File: src/rtl/keep_to_cnt_sync.sv
// Registered keep-to-byte-count converter for 73-bit receive FIFO words.
// Reports the popcount of the keep field and flags keep patterns that are not contiguous from byte 0.
module keep_to_cnt_sync #(
  parameter int C_WORD_W   = 73,
  parameter int C_KEEP_LSB = 64,
  parameter int C_KEEP_W   = 8,
  parameter int C_CNT_W    = 4
) (
  input  logic                clk,
  input  logic                rst,
  input  logic [C_WORD_W-1:0] keep,
  input  logic                keep_valid,
  output logic [C_CNT_W-1:0]  cnt,
  output logic                cnt_valid,
  output logic                cnt_last,
  output logic                keep_err
);

  function automatic logic [C_CNT_W-1:0] popcount(input logic [C_KEEP_W-1:0] k);
    logic [C_CNT_W-1:0] c;
    c = {C_CNT_W{1'b0}};
    for (int i = 0; i < C_KEEP_W; i++) begin
      c = c + {{(C_CNT_W-1){1'b0}}, k[i]};
    end
    return c;
  endfunction

  // A 2^n-1 pattern shares no set bit with itself plus one; all-ones wraps to zero.
  function automatic logic non_contig(input logic [C_KEEP_W-1:0] k);
    logic [C_KEEP_W-1:0] kp1;
    kp1 = k + {{(C_KEEP_W-1){1'b0}}, 1'b1};
    return |(k & kp1);
  endfunction

  logic [C_KEEP_W-1:0] keep_field_s;
  logic                data_unused_s;
  logic [C_CNT_W-1:0]  cnt_d, cnt_q;
  logic                err_d, err_q;
  logic                valid_d, valid_q;
  logic                last_d, last_q;

  assign keep_field_s  = keep[C_KEEP_LSB +: C_KEEP_W];
  assign data_unused_s = ^keep[C_KEEP_LSB-1:0];

  // Next-state computation for the output registers.
  always_comb begin
    cnt_d   = popcount(keep_field_s);
    err_d   = non_contig(keep_field_s);
    valid_d = keep_valid;
    if (keep_valid) begin
      last_d = keep[C_WORD_W-1];
    end else begin
      last_d = last_q;
    end
  end

  // Output registers; cleared immediately by reset.
  always_ff @(posedge clk or posedge rst) begin
    if (rst) begin
      cnt_q   <= {C_CNT_W{1'b0}};
      err_q   <= 1'b0;
      valid_q <= 1'b0;
      last_q  <= 1'b0;
    end else begin
      cnt_q   <= cnt_d;
      err_q   <= err_d;
      valid_q <= valid_d;
      last_q  <= last_d;
    end
  end

  assign cnt       = cnt_q;
  assign keep_err  = err_q;
  assign cnt_valid = valid_q;
  assign cnt_last  = last_q;

endmodule

File: config.mk
export PLATFORM = sky130hd
export DESIGN_NAME = keep_to_cnt_sync
export DESIGN_NICKNAME = d
export VERILOG_FILES = /design/src/rtl/keep_to_cnt_sync.sv
export SDC_FILE = /design/constraint.sdc
export NUM_CORES = 1
export LEC_CHECK = 0
export CORE_AREA = 4 4 56 58
export DETAILED_ROUTE_END_ITERATION = 8
export DIE_AREA = 0 0 60 62
export PLACE_DENSITY = 0.8
export SLEW_MARGIN = 30
export SYNTH_ARGS = -nofsm -noshare
export SYNTH_HDL_FRONTEND = slang
export SYNTH_SLANG_ARGS = --single-unit
File: constraint.sdc
create_clock -name clk -period 0.8 [get_ports clk]
set_clock_uncertainty 0.15 [all_clocks]
set_input_delay 0.16 -clock clk [delete_from_list [all_inputs] [get_ports clk]]
set_output_delay 0.16 -clock clk [all_outputs]
set_load 0.05 [all_outputs]
==> impl_metrics.tcl, run 1 <==
set metrics [dict create \
    fillers 282 \
    fin_area_sq_um 893 \
    worst_pin_slew_ns 0.241 \
    netlist_area_sq_um 440 \
    path_class "in -> reg" \
    firstDrtPassIters 2 \
    rsz0062_at_grt "yes" \
    cts_tree "yes" \
    antenna_found_initial 0 \
    placementRows 19 \
    diodes 0 \
    violations "negative hold slack, negative setup slack" \
    cp_common_cell "fa_1" \
    numPortBuffers 18 \
    grt_pass1_vias 432 \
    crit_chain "buf_6, fa_1, inv_1, fa_1, fa_1, inv_2, ha_4, inv_2, fa_2, inv_1" \
    wirelength_met1_microns 382 \
    worstPathArrival_ns 2.53 \
    boundaryPins 83 \
    internal_power_w 0.00119 \
    maxCapViolCount 0 \
    peakVddDrop_v 0.00147 \
    syn_inst 40 \
    seqPwrFrac_pct 27.0 \
    ys_ff_latch 7 \
    hold_slack_ns -0.00809 \
    p_leak_nw 0.424 \
    die_w_microns 60 \
    slew_violations 0 \
    met3WireLength_microns 77 \
    syn_nets 125 \
    initial_core_util_pct 16.5 \
    reg2reg_from "cnt_last" \
    die_h_microns 62 \
    cts_root_buf "clkbuf_4" \
    rrSetupSlack_ns -0.14 \
    power_density_nw_per_um2 2140 \
    yosysSeqAreaShare_pct 39.8 \
    cts.clk_slew.worst_paths_ns 0.05 \
    p_sw_share_pct 37.7 \
    placed_cell_area_sq_um 791 \
    min_path_type "in -> async" \
    syn_avg_cell_area_sq_um 11.0 \
    endpoint_kind "flop" \
    power_frac_comb_pct 57.3 \
    outcome "finished with violations" \
    max_stage_delay_ns 0.52 \
    setup_violations 12 \
    hold_viol_final 7 \
    grt_pass1_wl_microns 1730 \
    drive_gt1_share_pct 64.8 \
    ant_nets 0 \
    viasPerCell 3.66 \
    yosys_warnings 0 \
    cp_slowest_cell "fa_1" \
    power_switching_w 0.000721 \
    cts_made_buffers 3 \
    grt_max_degree 8 \
    grt_usage_pct 6.66 \
    cts_buffer_depth 2 \
    top_layer_used "met4" \
    power.total_w 0.00191 \
    core_sq_um 2660 \
    critPathMaxFanout 2 \
    routed_wl_microns 980 \
    h-tree-depth 1 \
    dieArea_sq_um 3720 \
    slew_headroom_pct 83.9 \
    met2WireLength_microns 493 \
    nets 157 \
    final.min_clock_period_ns 2.55 \
    fmax_mhz 393 \
    clk_latency_ns 0.24 \
    start_kind "input pin" \
    fin_ws_ns -1.75 \
    synthDistinctLibCells 14 \
    dp_hpwl_microns 809 \
    clock_sinks 7 \
    p_clk_share_pct 15.7 \
    drtIter0Drc 2 \
    wl_per_cell_microns 9.61 \
    drcViolationCount 0 \
    worst-endpoint-required_ns 0.79 \
    r2r_cells 1 \
    r2r_end "cnt_last" \
    area_growth_pct 103 \
    finalCritPeriodShare_pct 318 \
    dr_total_vias 373 \
    grt.overflow.total 0 \
    gp_congestion 0.703 \
]
state kept, by name (all words and copies together) (netlist names):
name / cells
cnt_valid: 1
cnt_last: 1
keep_err: 1
cnt: 4
per-stage QoR:
step	util [%]	setup slack (ns)	TNS (ns)	std cells	hold slack, ns
3_5_place_dp	29.7	-2.42	-10.58	96	0.245
6_report	33.6	-1.75	-8.47	102	-0.00809
4_1_cts	32.0	-1.79	-8.79	101	-0.0102
2_1_floorplan	-	-1.81	-6.98	40	-0.187
3_3_place_gp	29.7	-2.30	-10.24	96	0.256
5_1_grt	33.6	-1.77	-8.88	102	-0.000516
power by group through the flow:
stage	Sequential, W	Clock [W]	Combinational, W
floorplan	0.000771	0	0.000200
global placement	0.000523	0	0.000962
detailed placement	0.000526	0	0.000990
CTS	0.000520	0.000315	0.00108
global route	0.000526	0.000351	0.00118
finish	0.000517	0.000300	0.00110
worst max-delay path: cells and delay by family:
kind / cells / cell delay (ns)
adder cells (fa/ha/maj): 5 / 2.07
buffers and inverters: 5 / 0.29
layout by cell type, fill, tap and decap left out:
| cell | netlist | layout |
|---|---|---|
| a21oi_2 | 0 | 2 |
| buf_12 | 0 | 7 |
| buf_2 | 0 | 1 |
| buf_4 | 0 | 5 |
| buf_6 | 0 | 8 |
| clkbuf_1 | 0 | 1 |
| clkbuf_2 | 0 | 2 |
| clkbuf_4 | 0 | 3 |
| clkdlybuf4s50_1 | 0 | 2 |
| dfrtp_1 | 7 | 2 |
| dfrtp_2 | 0 | 5 |
| dlygate4sd2_1 | 0 | 2 |
| fa_1 | 4 | 3 |
| fa_2 | 0 | 1 |
| ha_1 | 5 | 2 |
| ha_4 | 0 | 3 |
| inv_1 | 13 | 8 |
| inv_2 | 1 | 6 |
| mux2_2 | 1 | 1 |
| mux2i_1 | 1 | 1 |
| nand2_1 | 1 | 1 |
| nand3_1 | 1 | 1 |
| nand4b_1 | 1 | 1 |
| nor2b_1 | 1 | 1 |
| o22ai_2 | 0 | 1 |
| xnor2_2 | 0 | 1 |
routing by layer:
layer | GRT usage [%] | vias up
met4 | 7.59 | 0
met1 | 6.91 | 173
met5 | 0 | -
met2 | 10.6 | 19
met3 | 1.24 | 2
li1 | - | 179
logic make-up (layout without fill, tap and decap cells):
| kind of cell | after synthesis | in the layout | share of synthesized area [%] |
|---|---|---|---|
| buf+inv | 14 | 45 | 11.9 |
| fa+ha+maj | 9 | 9 | 32.4 |
| flops | 7 | 7 | 39.8 |
| simple gates | 4 | 4 | 5.40 |
| compound gates | 3 | 3 | 3.69 |
| mux | 2 | 2 | 4.83 |
| xor+xnor | 1 | 1 | 1.99 |
final cells by class:
cell class | count | area (sq um) | share of cell area [%]
Clock buffer | 4 | 26.3 | 2.94
Inverter | 14 | 52.6 | 5.88
Multi-Input combinational cell | 19 | 274 | 30.7
Sequential cell | 7 | 181 | 20.3
Tap cell | 31 | 38.8 | 4.34
Timing Repair Buffer | 27 | 320 | 35.9
synth_stat cells (all sizes together):
library cell / instances / share of area (%)
inv: 14 / 12
dfrtp: 7 / 40
ha: 5 / 14
fa: 4 / 18
a21oi: 2 / 2.3
mux2: 1 / 2.6
mux2i: 1 / 2.3
nand2: 1 / 0.85
nand3: 1 / 1.1
nand4b: 1 / 2.0
nor2b: 1 / 1.4
o22ai: 1 / 1.4
xnor2: 1 / 2.0
what timing repair did:
item	4_1_cts	5_1_grt
pin swaps	5	5
hold endpoints to repair	7	1
setup endpoints to repair	13	13
resized for setup	35	17
setup buffers	1	1
how the worst max path moves through the flow:
stage                        start      to  depth (start not counted)
after global routing      keep[67]  cnt[1]                         10
after floorplan           keep[64]  cnt[2]                          9
after detailed placement  keep[64]  cnt[2]                         10
after CTS                 keep[67]  cnt[1]                         10
final                     keep[67]  cnt[1]                         10
after global placement    keep[64]  cnt[2]                         10
(Power assumes the default switching activity.)
==> run 2, diff against run 1 <==
--- a/config.mk
+++ b/config.mk
@@ -8,7 +8,9 @@
 export CORE_AREA = 4 4 56 58
 export DETAILED_ROUTE_END_ITERATION = 8
 export DIE_AREA = 0 0 60 62
+export HOLD_SLACK_MARGIN = 0.1
 export PLACE_DENSITY = 0.8
+export RECOVER_POWER = 50
 export SLEW_MARGIN = 30
 export SYNTH_ARGS = -nofsm -noshare
 export SYNTH_HDL_FRONTEND = slang
==> run 2 against run 1 <==
Net effect:
- the flow finishes with violations (negative setup slack)
- design area unchanged
- die area unchanged
- register-to-register slack about the same
- critical endpoint unchanged
- largest power group unchanged
==> impl_metrics.tcl, run 2 (same netlist as run 1, synthesis figures left out) <==
set metrics [dict create \
    worst-endpoint-required_ns 0.79 \
    setup_violations 12 \
    drcViolationCount 0 \
    outcome "finished with violations" \
    routed_wl_microns 978 \
    finalCritPeriodShare_pct 318 \
    gp_congestion 0.703 \
    peakVddDrop_v 0.00147 \
    power_density_nw_per_um2 2140 \
    grt_max_degree 8 \
    p_sw_share_pct 37.7 \
    die_h_microns 62 \
    area_growth_pct 103 \
    p_leak_nw 0.424 \
    critPathMaxFanout 2 \
    power_frac_comb_pct 57.3 \
    nets 157 \
    numPortBuffers 18 \
    boundaryPins 83 \
    p_clk_share_pct 15.7 \
    internal_power_w 0.00119 \
    slew_headroom_pct 83.9 \
    worst_pin_slew_ns 0.241 \
    largest_reg_flops 4 \
    grt.overflow.total 0 \
    final.min_clock_period_ns 2.55 \
    fin_ws_ns -1.75 \
    cts_buffer_depth 2 \
    fmax_mhz 393 \
    core_sq_um 2660 \
    violations "negative setup slack" \
    dp_hpwl_microns 809 \
    r2r_cells 1 \
    endpoint_kind "flop" \
    cts.clk_slew.worst_paths_ns 0.05 \
    rsz0062_at_grt "yes" \
    wl_per_cell_microns 9.59 \
    placed_cell_area_sq_um 791 \
    grt_usage_pct 6.66 \
    cts_made_buffers 3 \
    holdPathStages 2 \
    h-tree-depth 1 \
    clock_sinks 7 \
    path_class "in -> reg" \
    firstDrtPassIters 2 \
    post-place-cells 96 \
    fin_area_sq_um 893 \
    maxCapViolCount 0 \
    cts_root_buf "clkbuf_4" \
    grt_pass1_vias 432 \
    power_switching_w 0.000721 \
    instances_no_fill 102 \
    drive_gt1_share_pct 64.8 \
    hold_slack_ns 0.0582 \
    ant_nets 0 \
    hold_viol_final 0 \
    antenna_found_initial 0 \
    final_cell_mix "inv_1, buf_6, buf_12" \
    drtIter0Drc 2 \
    start_kind "input pin" \
    fin_util_pct 33.6 \
    worstPathArrival_ns 2.53 \
    viasPerCell 3.66 \
    seqPwrFrac_pct 27.0 \
    dieArea_sq_um 3720 \
    diodes 0 \
    placementRows 19 \
    die_w_microns 60 \
    slew_violations 0 \
    initial_core_util_pct 16.5 \
    min_path_type "in -> reg" \
    clk_latency_ns 0.24 \
    setup-tns-final_ns -8.48 \
    cts_tree "yes" \
    dr_total_vias 373 \
    grt_pass1_wl_microns 1730 \
]
-- run 2: metal layers --
layer	GRT usage (%)	share of wire [%]
met5	0	0
met4	7.59	2.8
met3	1.24	8.9
met2	10.6	50
met1	6.91	38
-- run 2: worst max-delay path: stages --
cell,delay (ns)
buf_6,0.10
fa_1,0.52
inv_1,0.05
fa_1,0.49
fa_1,0.42
inv_2,0.08
ha_4,0.13
inv_2,0.03
fa_2,0.51
inv_1,0.03
-- run 2: power groups by stage --
stage | Combinational [W] | Clock (W) | Sequential (W)
floorplan | 0.000200 | 0 | 0.000771
CTS | 0.00108 | 0.000315 | 0.000520
global route | 0.00118 | 0.000351 | 0.000526
finish | 0.00110 | 0.000300 | 0.000517
global placement | 0.000962 | 0 | 0.000523
detailed placement | 0.000990 | 0 | 0.000526
-- run 2: area by class of cell --
| type | instances | area, sq um |
|---|---|---|
| clock buffer | 4 | 26.3 |
| fill | 282 | 1770 |
| inverter | 14 | 52.6 |
| multi-input combinational | 19 | 274 |
| sequential | 7 | 181 |
| tap | 31 | 38.8 |
| timing repair buffer | 27 | 320 |
-- run 2: final timing paths --
kind	slack, ns	start	to
max	-1.75	keep[67]	cnt[1]
min	0.06	keep[66]	cnt[0]
max reg2reg	-0.14	cnt_last	cnt_last
min reg2reg	0.40	cnt_last	cnt_last
max in group asynchronous	0.16	rst	keep_err
min in group asynchronous	0.13	rst	cnt[1]
-- run 2: timing repair --
| item | in CTS | in global routing |
|---|---|---|
| pin swaps | 5 | 5 |
| endpoints found under the hold margin | 7 | 8 |
| buffers inserted | 1 | 1 |
| setup endpoints to repair | 13 | 13 |
| resized for setup | 35 | 17 |
-- run 2: per-stage QoR --
stage / power (W) / setup WS (ns)
6_report: 0.00191 / -1.75
2_1_floorplan: 0.000971 / -1.81
3_5_place_dp: 0.00152 / -2.42
3_3_place_gp: 0.00148 / -2.30
4_1_cts: 0.00192 / -1.79
5_1_grt: 0.00205 / -1.77
